### src/rtl/seq_pattern_pkg.sv
// Shared types and constants for the serial pattern transmitter.
// Optional build macro: SEQ_PATTERN_TX_PARITY_EN (adds an even-parity bit after each word).
package seq_pattern_pkg;

    // FSM states of the transmitter.
    typedef enum logic [1:0] {
        IDLE  = 2'b00,
        SHIFT = 2'b01,
        GAP   = 2'b10
    } state_t;

    localparam int DEF_DATA_W  = 4;
    localparam int DEF_GAP_CYC = 2;
    localparam int DEF_CNT_W   = 8;

    // Pattern recognised by the companion sequence detectors.
    localparam logic [3:0] TARGET_1101 = 4'b1101;

`ifdef SEQ_PATTERN_TX_PARITY_EN
    localparam int PAR_BITS = 1;
`else
    localparam int PAR_BITS = 0;
`endif

    // Even parity over a zero-padded word of up to 16 bits.
    function automatic logic even_parity16(input logic [15:0] d);
        return ^d;
    endfunction

endpackage

### src/rtl/seq_shift_out.sv
// Loadable MSB-first shift register with a bit down-counter and last-bit flag.
// o_next_bit is the bit the caller should register onto the line this edge:
// the incoming MSB on load, otherwise the next stored bit.
module seq_shift_out #(
    parameter int W = 4
) (
    input  logic         clk,
    input  logic         rst_n,
    input  logic         i_load,
    input  logic         i_shift,
    input  logic [W-1:0] i_data,
    output logic         o_next_bit,
    output logic         o_last
);
    localparam int CW = $clog2(W);

    logic [W-1:0]  r_shreg;
    logic [CW-1:0] r_bit_cnt;

    // Load drops the MSB (it goes straight to the line); shift advances one bit.
    always_ff @(posedge clk or negedge rst_n) begin
        if (!rst_n) begin
            r_shreg   <= '0;
            r_bit_cnt <= '0;
        end else if (i_load) begin
            r_shreg   <= {i_data[W-2:0], 1'b0};
            r_bit_cnt <= CW'(W - 1);
        end else if (i_shift) begin
            r_shreg   <= {r_shreg[W-2:0], 1'b0};
            r_bit_cnt <= r_bit_cnt - CW'(1);
        end else begin
            r_shreg   <= r_shreg;
            r_bit_cnt <= r_bit_cnt;
        end
    end

    assign o_next_bit = i_load ? i_data[W-1] : r_shreg[W-1];
    assign o_last     = (r_bit_cnt == '0);

endmodule

### src/rtl/seq_pattern_tx.sv
// Serial pattern transmitter: accepts a parallel word on valid/ready and sends it
// MSB-first on x, followed by GAP_CYC forced-zero cycles and a one-cycle done pulse.
// Optional build macro: SEQ_PATTERN_TX_PARITY_EN (even-parity bit after the data bits).
module seq_pattern_tx
    import seq_pattern_pkg::*;
#(
    parameter int DATA_W  = DEF_DATA_W,
    parameter int GAP_CYC = DEF_GAP_CYC,
    parameter int CNT_W   = DEF_CNT_W
) (
    input  logic              clk,
    input  logic              rst,
    input  logic [DATA_W-1:0] data,
    input  logic              valid,
    output logic              ready,
    output logic              x,
    output logic              busy,
    output logic              done,
    output logic [CNT_W-1:0]  frame_cnt
);
    localparam int SH_W = DATA_W + PAR_BITS;

    state_t           r_state;
    state_t           w_state_nxt;
    logic             w_accept;
    logic             w_shift;
    logic             w_to_gap;
    logic             w_frame_end;
    logic             w_next_bit;
    logic             w_last;
    logic [SH_W-1:0]  w_load_word;
    logic [3:0]       r_gap_cnt;
    logic             r_x;
    logic             r_busy;
    logic             r_done;
    logic [CNT_W-1:0] r_frame_cnt;

`ifdef SEQ_PATTERN_TX_PARITY_EN
    assign w_load_word = {data, even_parity16(16'(data))};
`else
    assign w_load_word = data;
`endif

    seq_shift_out #(.W(SH_W)) u_shift (
        .clk        (clk),
        .rst_n      (rst),
        .i_load     (w_accept),
        .i_shift    (w_shift),
        .i_data     (w_load_word),
        .o_next_bit (w_next_bit),
        .o_last     (w_last)
    );

    // State register.
    always_ff @(posedge clk or negedge rst) begin
        if (!rst) begin
            r_state <= IDLE;
        end else begin
            r_state <= w_state_nxt;
        end
    end

    // Next-state and per-edge control strobes.
    always_comb begin
        w_state_nxt = r_state;
        w_accept    = 1'b0;
        w_shift     = 1'b0;
        w_to_gap    = 1'b0;
        w_frame_end = 1'b0;
        case (r_state)
            IDLE: begin
                if (valid) begin
                    w_accept    = 1'b1;
                    w_state_nxt = SHIFT;
                end else begin
                    w_state_nxt = IDLE;
                end
            end
            SHIFT: begin
                if (!w_last) begin
                    w_shift     = 1'b1;
                    w_state_nxt = SHIFT;
                end else if (GAP_CYC > 0) begin
                    w_to_gap    = 1'b1;
                    w_state_nxt = GAP;
                end else begin
                    w_frame_end = 1'b1;
                    w_state_nxt = IDLE;
                end
            end
            GAP: begin
                if (r_gap_cnt == 4'd0) begin
                    w_frame_end = 1'b1;
                    w_state_nxt = IDLE;
                end else begin
                    w_state_nxt = GAP;
                end
            end
            default: begin
                w_state_nxt = IDLE;
            end
        endcase
    end

    // Registered line, status, gap counter and frame counter.
    always_ff @(posedge clk or negedge rst) begin
        if (!rst) begin
            r_x         <= 1'b0;
            r_busy      <= 1'b0;
            r_done      <= 1'b0;
            r_gap_cnt   <= 4'd0;
            r_frame_cnt <= '0;
        end else begin
            r_done <= w_frame_end;

            if (w_accept || w_shift) begin
                r_x <= w_next_bit;
            end else begin
                r_x <= 1'b0;
            end

            if (w_accept) begin
                r_busy <= 1'b1;
            end else if (w_frame_end) begin
                r_busy <= 1'b0;
            end else begin
                r_busy <= r_busy;
            end

            if (w_to_gap) begin
                r_gap_cnt <= 4'(GAP_CYC - 1);
            end else if ((r_state == GAP) && (r_gap_cnt != 4'd0)) begin
                r_gap_cnt <= r_gap_cnt - 4'd1;
            end else begin
                r_gap_cnt <= r_gap_cnt;
            end

            if (w_frame_end) begin
                r_frame_cnt <= r_frame_cnt + CNT_W'(1);
            end else begin
                r_frame_cnt <= r_frame_cnt;
            end
        end
    end

    assign ready     = (r_state == IDLE);
    assign x         = r_x;
    assign busy      = r_busy;
    assign done      = r_done;
    assign frame_cnt = r_frame_cnt;

endmodule

### config.mk
export PLATFORM = sky130hd
export DESIGN_NAME = seq_pattern_tx
export DESIGN_NICKNAME = d
export VERILOG_FILES = /design/src/rtl/seq_pattern_pkg.sv /design/src/rtl/seq_shift_out.sv /design/src/rtl/seq_pattern_tx.sv
export SDC_FILE = /design/constraint.sdc
export NUM_CORES = 1
export LEC_CHECK = 0
export CAP_MARGIN = 20
export CORE_MARGIN = 1.5
export CORE_UTILIZATION = 24
export DETAILED_ROUTE_END_ITERATION = 10
export PLACE_DENSITY = 0.51
export SLEW_MARGIN = 20
export SYNTH_ARGS = -nofsm -noshare
export SYNTH_HDL_FRONTEND = slang
export SYNTH_HIERARCHICAL = 1
export SYNTH_SLANG_ARGS = --single-unit
### constraint.sdc
create_clock -name clk -period 2.6 [get_ports clk]
set_input_delay 0.26 -clock clk [delete_from_list [all_inputs] [get_ports clk]]
set_output_delay 0.26 -clock clk [all_outputs]
set_load 0.005 [all_outputs]
==> results by group <==
Outcome
  – Status: finished clean

Detailed routing
  – Vias: 697
  – ANT nets after route: 0
  – Vias/cell: ~4.2
  – Post-Route WL: roughly 1700 um
  – Initial DRT Pass Iterations: 2
  – Per-cell routed wire length: around 10 um
  – First DRT Iteration DRCs: 17
  – DRC: 0

GRT
  – Largest net degree at the start of global routing: 23
  – Grt ovf: 0
  – Number of global-route vias before repair: 726
  – Total global-route track usage: 0.0909
  – Initial antenna violation count: 0
  – First-pass GRT wire length: 3210 um

Clock tree
  – CTS max path bufs: 2
  – Clock slew at reported path FFs: 0.07 ns
  – CTS HTree Levels: 1
  – CTS tree: yes
  – Cts repair resizes: 0
  – Worst-Skew Late Latency: between 0.2 and 0.3 ns
  – TritonCTS Sinks: 22
  – Post-CTS setup buffers: 0
  – CTS Hold Bufs: 0
  – Clock root buffer: clkbuf_8
  – Total CTS buffers: 3

Floorplan
  – I/O pin total: 19
  – Die area: 0.00471 mm^2
  – Starting density of the core: 0.253
  – Core Region: approximately 0.004 mm^2
  – Row cnt: 23
  – Die Y: between 60 and 70 um
  – Die W: 68.7 um

Power
  – Pwr per Cell Area: 890 mW/mm^2
  – Peak supply drop: 0.000345 V
  – Pleak: approximately 0.62 nW

STA
  – RSZ-0062 raised after global routing: no
  – Final Critical Period: around 1.7 ns
  – Final hold violation count: 0
  – Setup TNS: 0 ns
  – Final Max Slew Viols: 0
  – Period utilisation layout: 0.661
  – Worst hold slack: 0.345 ns
  – Fmax: a little under 600 MHz
  – Slew headroom: 0.501
  – Worst-margin pin slew: around 0.75 ns
  – Skew final: around 0.0022 ns
  – # setup viols final: 0

Synthesis
  – Area of the mapped netlist: between 0.001 and 0.0015 mm^2
  – Yosys warnings: 6
  – Register area share after synthesis: 0.532
  – Post-Syn Instances: between 90 and 100
  – Synthesized area per cell: ~11 um^2
  – Post-Syn Nets: approximately 110
  – Seq cells post-synth: 22
  – Synth cell types: 26

Placement
  – RD Place Congestion: roughly 0.71
  – Post-detail-place hpwl: between 1000 and 1500 um
  – Number of port buffers: 18

Setup path
  – Critical path capture point type: register
  – Worst setup SP type: register
  – Setup CP Type: reg -> reg
  – Reg2reg start: u_shift/r_bit_cnt[0]
  – Reg2reg path depth: 5
  – Crit Path Max Fanout: 6
  – Critical Path RT: ~2.7 ns
  – Worst path arrival time: around 1.9 ns
  – R2R setup slack: roughly 0.88 ns
  – Reg2reg end: u_shift/r_shreg[2]

Flow run
  – Maximum capacitance violations: 0

Finish
  – FF/Latch Area: 551 um^2
  – Ant diodes: 0
  – Fillers: 422
  – Share of cells above drive strength 1: 0.0769
  – Multi-input gate area: 445 um^2
  – Nets: 129
  – Area grow syn2layout: 27.9%

Min path
  – HP Class: in -> async
==> cell usage after synthesis, drive strengths merged <==
cell type   n  area share
dfrtp      22        0.53
nand2      19       0.071
inv         6       0.022
nor2        5       0.018
o21ai       5       0.024
xnor2       5       0.042
ha          4       0.048
mux2i       4       0.039
xor2        4       0.034
nand2b      3       0.018
a21o        2       0.015
and2        2       0.012
buf         2       0.016
nand3b      2       0.015
nor3        2      0.0097
nor3b       2       0.025
nor4        2       0.018
and3b       1      0.0085
mux2        1       0.011
nand4       1      0.0060
o211a       1      0.0097
or2         1      0.0060
==> stage by stage <==
step           instance area [um^2]  worst slack [ns]  total power [mW]  utilization  cells
2_1_floorplan                  1030              1.13             0.834            -     96
3_3_place_gp                   1270             0.913             0.945        0.310    163
3_5_place_dp                   1270             0.875             0.955        0.310    163
4_1_cts                        1320             0.860              1.20        0.324    167
5_1_grt                        1320             0.734              1.28        0.324    167
6_report                       1320             0.881              1.18        0.324    167
==> cell type report <==
| cell class | count | area share |
|---|---|---|
| sequential | 22 | 0.416 |
| multi-input combinational | 66 | 0.336 |
| timing repair buffer | 19 | 0.142 |
| tap | 50 | 0.0473 |
| clock buffer | 4 | 0.0416 |
| inverter | 6 | 0.0170 |
==> worst max-delay path, stage by stage, from the launching register on <==
cell,delay [ns]
dfrtp_1,0.37
inv_1,0.05
ha_1,0.22
nor3b_1,0.62
mux2i_1,0.24
o21ai_0,0.08
==> routing by layer <==
| metal | routed length [um] | share of wire | vias to the layer above | track usage |
|---|---|---|---|---|
| met5 | 0 | 0 | - | 0 |
| met4 | 11 | 0.0063 | 0 | 0.0150 |
| met3 | 67 | 0.038 | 2 | 0.0341 |
| met2 | 826 | 0.47 | 12 | 0.159 |
| met1 | 839 | 0.48 | 329 | 0.107 |
| li1 | - | - | 354 | - |
==> cells by family after synthesis <==
logic type | Yosys count | synth area share
multiplexers | 5 | 0.0496
adder cells (fa/ha/maj) | 4 | 0.0484
XOR/XNOR | 9 | 0.0762
AND/OR/NAND/NOR | 40 | 0.208
flip-flops | 22 | 0.532
buffers and inverters | 8 | 0.0375
AO/OA/AOI/OAI | 8 | 0.0484
==> registers in the layout, indices dropped and copies added, names as in the netlist <==
name and cells:
frame_cnt 8, r_gap_cnt 4, u_shift/r_shreg 3, r_state 2
u_shift/r_bit_cnt 2, busy 1, done 1, x 1
==> power by group <==
part / switching (mW) / leakage [nW] / internal [mW]
Clock: 0.105 / 0.0288 / 0.135
Combinational: 0.181 / 0.309 / 0.227
Sequential: 0.0894 / 0.283 / 0.441
Total: 0.375 / 0.621 / 0.803
==> how the worst max path moves through the flow <==
stage	from	endpoint	slack, ns
5_1_grt	u_shift/r_bit_cnt[0]	u_shift/r_shreg[2]	0.73
2_1_floorplan	r_gap_cnt[0]	frame_cnt[7]	1.13
6_report	u_shift/r_bit_cnt[0]	u_shift/r_shreg[2]	0.88
3_5_place_dp	u_shift/r_bit_cnt[0]	u_shift/r_shreg[2]	0.88
4_1_cts	u_shift/r_bit_cnt[0]	u_shift/r_shreg[2]	0.86
3_3_place_gp	u_shift/r_bit_cnt[0]	u_shift/r_shreg[2]	0.91
==> cell usage in the layout (no fill, tap or decap), types with 2 or more instances in the layout <==
master           instances
nor2_1                   5
dfrtp_1                 22
mux2i_1                  4
nor3_1                   2
clkbuf_8                 4
o21ai_0                  5
nand3b_1                 2
ha_1                     4
a21o_1                   2
clkdlybuf4s50_1         18
inv_1                    6
xnor2_1                  5
xor2_1                   4
nand2_1                 18
nand2b_1                 3
and2_1                   2
No activity file was read; power rests on OpenSTA's default activity.
